### src/rtl/mem_arbiter.sv
// mem_arbiter: two-requester round-robin arbiter in front of a single 32-bit word memory port.
//
// Each access takes one IDLE->ACCESS->RESP->IDLE trip. The winner's request is latched on
// leaving IDLE. The memory port is driven only during ACCESS. The requester gets a one-cycle
// ack in RESP. For reads, the registered read data is already valid in that ack cycle.
//
// Ports:
//   clk, reset               clock, asynchronous active-high reset
//   req0/1, we0/1            request and write-enable per requester
//   addr0/1, wdata0/1        word address and write data per requester
//   ack0/1                   one-cycle completion pulse per requester
//   rdata0/1                 read data per requester, held until that port's next read
//   mem_address              memory address, zero outside ACCESS
//   mem_write_data           memory write data, zero outside ACCESS
//   mem_write                memory write enable, zero outside ACCESS
//   mem_read_data            combinational read data from the memory
//   busy                     high whenever a transaction is in flight
module mem_arbiter (
    input  logic        clk,
    input  logic        reset,
    input  logic        req0,
    input  logic        req1,
    input  logic        we0,
    input  logic        we1,
    input  logic [31:0] addr0,
    input  logic [31:0] addr1,
    input  logic [31:0] wdata0,
    input  logic [31:0] wdata1,
    output logic        ack0,
    output logic        ack1,
    output logic [31:0] rdata0,
    output logic [31:0] rdata1,
    output logic [31:0] mem_address,
    output logic [31:0] mem_write_data,
    output logic        mem_write,
    input  logic [31:0] mem_read_data,
    output logic        busy
);

    typedef enum logic [1:0] {
        StIdle   = 2'd0,
        StAccess = 2'd1,
        StResp   = 2'd2
    } state_e;

    state_e      state_q, state_d;
    logic        grant_q, grant_d;
    logic        last_grant_q, last_grant_d;
    logic        we_q, we_d;
    logic [31:0] addr_q, addr_d;
    logic [31:0] wdata_q, wdata_d;
    logic [31:0] rdata0_q, rdata0_d;
    logic [31:0] rdata1_q, rdata1_d;
    logic        winner;

    // On a tie, the port that did not win last time is granted.
    // A lone requester always wins.
    always_comb begin
        if (req0) begin
            winner = req1 ? ~last_grant_q : 1'b0;
        end else begin
            winner = 1'b1;
        end
    end

    always_comb begin
        state_d      = state_q;
        grant_d      = grant_q;
        last_grant_d = last_grant_q;
        we_d         = we_q;
        addr_d       = addr_q;
        wdata_d      = wdata_q;
        rdata0_d     = rdata0_q;
        rdata1_d     = rdata1_q;

        unique case (state_q)
            StIdle: begin
                if (req0 || req1) begin
                    state_d      = StAccess;
                    grant_d      = winner;
                    last_grant_d = winner;
                    we_d         = winner ? we1 : we0;
                    addr_d       = winner ? addr1 : addr0;
                    wdata_d      = winner ? wdata1 : wdata0;
                end
            end
            StAccess: begin
                state_d = StResp;
                // Writes leave the requester's read-data register untouched.
                if (!we_q) begin
                    if (grant_q) begin
                        rdata1_d = mem_read_data;
                    end else begin
                        rdata0_d = mem_read_data;
                    end
                end
            end
            StResp: begin
                state_d = StIdle;
            end
            default: begin
                state_d = StIdle;
            end
        endcase
    end

    always_ff @(posedge clk or posedge reset) begin
        if (reset) begin
            state_q      <= StIdle;
            grant_q      <= 1'b0;
            last_grant_q <= 1'b1;
            we_q         <= 1'b0;
            addr_q       <= 32'd0;
            wdata_q      <= 32'd0;
            rdata0_q     <= 32'd0;
            rdata1_q     <= 32'd0;
        end else begin
            state_q      <= state_d;
            grant_q      <= grant_d;
            last_grant_q <= last_grant_d;
            we_q         <= we_d;
            addr_q       <= addr_d;
            wdata_q      <= wdata_d;
            rdata0_q     <= rdata0_d;
            rdata1_q     <= rdata1_d;
        end
    end

    // Outputs decode straight from state_q.
    // Reset therefore clears them asynchronously, including a pending write or ack.
    always_comb begin
        mem_address    = 32'd0;
        mem_write_data = 32'd0;
        mem_write      = 1'b0;
        if (state_q == StAccess) begin
            mem_address    = addr_q;
            mem_write_data = wdata_q;
            mem_write      = we_q;
        end
    end

    assign ack0   = (state_q == StResp) && !grant_q;
    assign ack1   = (state_q == StResp) && grant_q;
    assign busy   = (state_q != StIdle);
    assign rdata0 = rdata0_q;
    assign rdata1 = rdata1_q;

endmodule

### config.mk
export PLATFORM = sky130hd
export DESIGN_NAME = mem_arbiter
export DESIGN_NICKNAME = d
export VERILOG_FILES = /design/src/rtl/mem_arbiter.sv
export SDC_FILE = /design/constraint.sdc
export NUM_CORES = 1
export LEC_CHECK = 0
export BUFFER_PORTS_ARGS = -buffer_cell sky130_fd_sc_hd__buf_2
export CAP_MARGIN = 25
export CORE_ASPECT_RATIO = 0.6
export CORE_MARGIN = 2
export CORE_UTILIZATION = 44
export DETAILED_ROUTE_END_ITERATION = 7
export PLACE_DENSITY = 0.88
export SLEW_MARGIN = 15
export SYNTH_ARGS = -nofsm -noshare
export SYNTH_HDL_FRONTEND = slang
export SYNTH_SLANG_ARGS = --single-unit
### constraint.sdc
create_clock -name clk -period 5.7 [get_ports clk]
set_input_delay 0.285 -clock clk [delete_from_list [all_inputs] [get_ports clk]]
set_output_delay 0.285 -clock clk [all_outputs]
set_load 0.005 [all_outputs]
; ---- Word-level counts from Yosys, hierarchy flattened
; Cells that the tools add are included.
[totals]
out_inout_bits = 132
inputBits = 166
regBits = 133
wordCells = 33
[op_classes]
bitwise = 3
eq_ne = 3
muxes = 10
n_reduce_logical = 9
[op_table]
columns = operator, count
row1 = 32-bit 2-to-1 mux, 4
row2 = 3-bit AND reduction, 2
row3 = 1-bit 2-to-1 mux, 4
row4 = 2-bit case mux with 2 select lines, 1
row5 = 1-bit NOT, 3
row6 = "2-bit by 1-bit == test with 1-bit output, second input constant", 1
row7 = "2-bit == test, second input constant", 1
row8 = 1-bit logical AND, 2
row9 = 2-bit zero test, 1
row10 = 2-bit 2-to-1 mux, 1
row11 = "2-bit != test, second input constant", 1
row12 = 2-bit AND reduction, 1
row13 = 2-bit nonzero test, 1
row14 = 1-bit zero test, 1
row15 = 1-bit logical OR, 1

; ---- Logic depth before layout (Yosys ltp)
[logic_depth]
depth_word = 4
depth_mapped = 6
ltp_nobuf = 3

; ---- Worst setup path before layout
; No wires, ideal clock.
[synth_path]
path_kind = flip-flop to flip-flop
from = register state_q[1]
to = register rdata1_q[0] (netlist: rdata1[0])
path_buffers = 1
t_arrival_ns = 1.390
setup_time_ns = 0.125
setup_slack_ns = 4.186
required_ns = 5.575
synth_period_minus_slack_ns = 1.514
stages_incl_launch_ff = 5
path_cell_list = dfrtp_1 > nand2b_1 > nor3b_2 > buf_4 > mux2_2
[synth_via]
elab_chain_cells = 2
[synth_lines]
columns = item, line
row1 = "start, declared", 46  ; state_e state_q, state_d;
row2 = "start signal, assigned", 109  ; state_q <= StIdle;
row3 = "start signal, assigned", 118  ; state_q <= state_d;
row4 = 2-bit by 1-bit == test with 1-bit output, 76  ; unique case (state_q)
row5 = 3-bit AND reduction (no line), -
row6 = "end signal, assigned", 125  ; rdata1_q <= rdata1_d;
row7 = "end, declared", 53  ; logic [31:0] rdata1_q, rdata1_d;
; Every way passes these cells.
; A chain may end at the register's enable or synchronous reset.

; ---- Worst setup path after layout
[layout_path]
from = register state_q[1]
to = output port mem_write_data[25]
[layout_via]
elab_chain_cells = 2
[layout_lines]
columns = item, line
row1 = 2-bit by 1-bit == test with 1-bit output, 135  ; if (state_q == StAccess) begin
row2 = 32-bit 2-to-1 mux, 135
row3 = "end, declared", 34  ; output logic [31:0] mem_write_data,
; Every way passes these cells.

==> summary by stage <==
Run status
The flow ran to the end, and the final reports show no timing, DRC or antenna violations.

Logic synthesis
The post-synth design cell area is 6232 um^2. Counting flops with an async set or reset pin after synthesis yields a share of between 90% and 100%. sky130_fd_sc_hd__dfrtp_1 takes more of the synthesized area than any other cell. The post-synthesis average cell area is ~10 um^2.

The primary flip-flop cell chosen by synthesis mapping is sky130_fd_sc_hd__dfrtp_1. Yosys instantiated no cell more often than sky130_fd_sc_hd__dfrtp_1. In this run the biggest area consumer among cell types represents a little over half of the synthesized area. Sorting the synthesized cells by how often they occur yields sky130_fd_sc_hd__dfrtp_1 (132), sky130_fd_sc_hd__and2_1 (66), sky130_fd_sc_hd__nand3_1 (66). The number of nets handed over by synthesis was 768.

By area the synthesized netlist is led by sky130_fd_sc_hd__dfrtp_1 (53%), sky130_fd_sc_hd__mux2_2 (11%), sky130_fd_sc_hd__and2_1 (6.6%). The post-synthesis register bit count is between 100 and 150. Yosys printed 0 warnings.

The number of synthesized flops with an enable pin is 0. After technology mapping, the gate count stands at about 600. The count of distinct cell types in the synthesized netlist is 25. The post-synthesis sequential area ratio is between 50% and 60%.

Timing
For the pin with the worst max-slew slack, the measured transition is approximately 1000 ps. The final critical path takes up 43.90% of the cycle. Setup repair after global routing left no endpoint under its margin. The clock period could shrink to ~2500 ps. The maximum clock skew at final layout is ~15 ps. For this run, the top clock speed supported by timing is 399.6 MHz. The relative slew slack is 30.42%. The tightest hold path in the finished design has a slack of 113.5 ps. After layout, the worst setup slack is 3198 ps.

The setup TNS is 0 ps. Setup violations remaining at the end of the flow were counted as 0. The number of hold violations in the final report is 0. The total count of max-transition violations in the final report is 0.

Floorplan
The placeable core region is about 14000 um^2. The area enclosed by the die boundary is roughly 15000 um^2. Measured along the x axis, the die boundary spans about 160 um. The number of standard-cell rows in the floorplan is 33. For this configuration, the core starts out at a cell density of between 40% and 50%.

The floorplan step set the die height to slightly below 100 um. The boundary pin count is about 300.

Cells and area
At the end of the flow, the number of nets in the layout was 1032. From synthesis to final layout, the design area changed by 34.61%. The layout has roughly 1.1k filler cells.

The final design utilization is between 60% and 70%. The fraction of layout cells with a size suffix above 1 is 46.76%.

Route
In the routed layout, each cell is associated on average with a via count of roughly 5.5. For this run, the detailed router's first-pass iteration total came to 5. After detailed routing, the average wire length per cell comes to approximately 18 um.

The final layout contains routed wiring with a total length of about 19 mm. After detailed routing, the number of remaining DRC violations is 0. The detailed router finished its first iteration with 370 violations.

The number of nets still failing antenna checks after routing is 0. The total number of vias is approximately 5.9k.

GRT
The initial antenna violation count was 1. The first-pass GRT wire length is 29.56 mm. The aggregate global routing overflow is 0.

The number of global-route vias before repair is approximately 6k. In the global route stage, overall resource usage came out at 25.02%. Entering global routing, the biggest net connects 85 pins.

Critical path
The largest single stage delay on the critical path is ~720 ps. Of all nets on the critical path, the largest fanout is 66. The cell family with the largest share of critical-path delay is buffers and inverters. Counting both buffers and inverters, the worst setup path holds a total of 2. The critical path data required time is 5410 ps. The critical path is of the reg2out type. The worst setup path is launched from a flop.

The worst setup path is captured at a primary output. The slowest stage cell on the critical path is sky130_fd_sc_hd__inv_2. The data arrival time at the worst-slack endpoint is between 2000 and 2500 ps.

Walking the worst path, the cells encountered are nand2b_1 -> inv_2 -> and2_1 -> buf_2.

Clock network
The total number of H-tree levels is 4. The clock network latency to the later pin of the worst-skew pair is 410 ps. The TritonCTS clock tree is yes.

The TritonCTS buffer count is 17. Clock-pin slew was measured on the worst setup and hold paths at ~70 ps. In this run, post-CTS repair resized a total of 0 instances. The clock sink count is roughly 130. The post-CTS setup-driven buffer insertion count is 0. The root buffer cell is sky130_fd_sc_hd__clkbuf_16.

Counting along the longest clock path gives a buffer depth of 2.

Placement
The final RePlAce weighted congestion is between 0.8 and 0.9. Prior to clock tree synthesis, the placed netlist has a worst setup slack of approximately 3100 ps. Port buffering added slightly below 300 buffers.

The HPWL after detailed placement is 12.95 mm.

Power
In this run the power density over the cells is 549.4 nW/um^2. The leakage power total is ~4.0 nW. The worst ir drop on vdd is about 0.25 mV.

Job
The number of maximum-capacitance violations is 0.

Min path
The path category of the worst min-delay check is in2reg.
-- cell type report --
cell class | instances | area (um^2) | area share (%)
Antenna cell | 1 | 2.502 | 0.02983
Clock buffer | 18 | 429.2 | 5.116
Sequential cell | 133 | 3329 | 39.69
Timing Repair Buffer | 308 | 1592 | 18.97
Clock inverter | 14 | 141.4 | 1.685
Inverter | 4 | 20.02 | 0.2386
Multi-Input combinational cell | 402 | 2635 | 31.41
Tap cell | 192 | 240.2 | 2.864
-- flip-flops by register name, summed over array words and instances (netlist names) --
| signal | cells |
|---|---|
| addr_q | 32 |
| rdata0 | 32 |
| rdata1 | 32 |
| wdata_q | 32 |
| state_q | 2 |
| grant_q | 1 |
| last_grant_q | 1 |
| we_q | 1 |
-- through the flow --
stage	instance area [um^2]	std cells	power, mW
2_1_floorplan	6232	602	2.768
3_5_place_dp	7779	1037	3.560
6_report	8389	1072	4.609
4_1_cts	8359	1070	4.631
5_1_grt	8389	1072	4.923
3_3_place_gp	7779	1037	3.465
-- cells in the final DEF, fill, tap and decap left out, types with 2 or more instances in the layout --
cell                         count
sky130_fd_sc_hd__nand3_1        66
sky130_fd_sc_hd__a21oi_1        65
sky130_fd_sc_hd__and2_1         65
sky130_fd_sc_hd__mux2_1          2
sky130_fd_sc_hd__buf_4           9
sky130_fd_sc_hd__mux2_2         62
sky130_fd_sc_hd__a31oi_1        65
sky130_fd_sc_hd__buf_2         297
sky130_fd_sc_hd__o21ai_0        65
sky130_fd_sc_hd__inv_6           6
sky130_fd_sc_hd__inv_2           2
sky130_fd_sc_hd__inv_8           2
sky130_fd_sc_hd__clkinvlp_4      3
sky130_fd_sc_hd__clkbuf_16      17
sky130_fd_sc_hd__o21a_1          2
sky130_fd_sc_hd__clkinv_4        2
sky130_fd_sc_hd__dfrtp_1       132
-- layer usage --
layer,GRT usage [%],part of all wire (%),vias to the layer above
met1,32.62,42,2911
met5,0,0,-
met3,5.358,8.2,21
li1,-,-,2708
met4,7.652,0.88,0
met2,42.25,49,300
-- kinds of logic after synthesis --
family	Yosys count	share of synthesized area, %
AOI/OAI and AO/OA	197	17.21
and+or+nand+nor	141	13.01
DFF	133	53.42
buffers and inverters	67	4.798
muxes	64	11.56
-- worst reg2reg max path: cells and delay by family (launching register included) --
family / cells / cell delay, ps
flops: 1 / 560
buf+inv: 1 / 550
simple gates: 2 / 510
compound gates: 1 / 270
-- final timing paths --
kind / startpoint / to / slack, ps / depth (start not counted)
worst max-delay path: state_q[1]$_DFFE_PP0P_ / mem_write_data[25] / 3200 / 4
worst min-delay path: mem_read_data[25] / rdata0[25]$_DFFE_PP0P_ / 110 / 2
worst max register to register: last_grant_q$_DFFE_PP1P_ / addr_q[28]$_DFFE_PP0P_ / 3710 / 4
worst min register to register: rdata0[25]$_DFFE_PP0P_ / rdata0[25]$_DFFE_PP0P_ / 490 / 1
max in group asynchronous: reset / last_grant_q$_DFFE_PP1P_ / 4150 / 5
min in group asynchronous: reset / rdata0[3]$_DFFE_PP0P_ / 470 / 3
-- where the power goes --
part | switching (mW) | leakage (nW) | internal [mW]
logic | 0.979 | 2.18 | 0.889
clock network | 0.447 | 0.272 | 0.614
registers | 0.249 | 1.54 | 1.43
-- timing repair --
action,in CTS,in global routing
hold endpoints to repair,49,0
hold buffers,1,0
endpoints found under the setup margin,0,0
(Power assumes the default switching activity.)
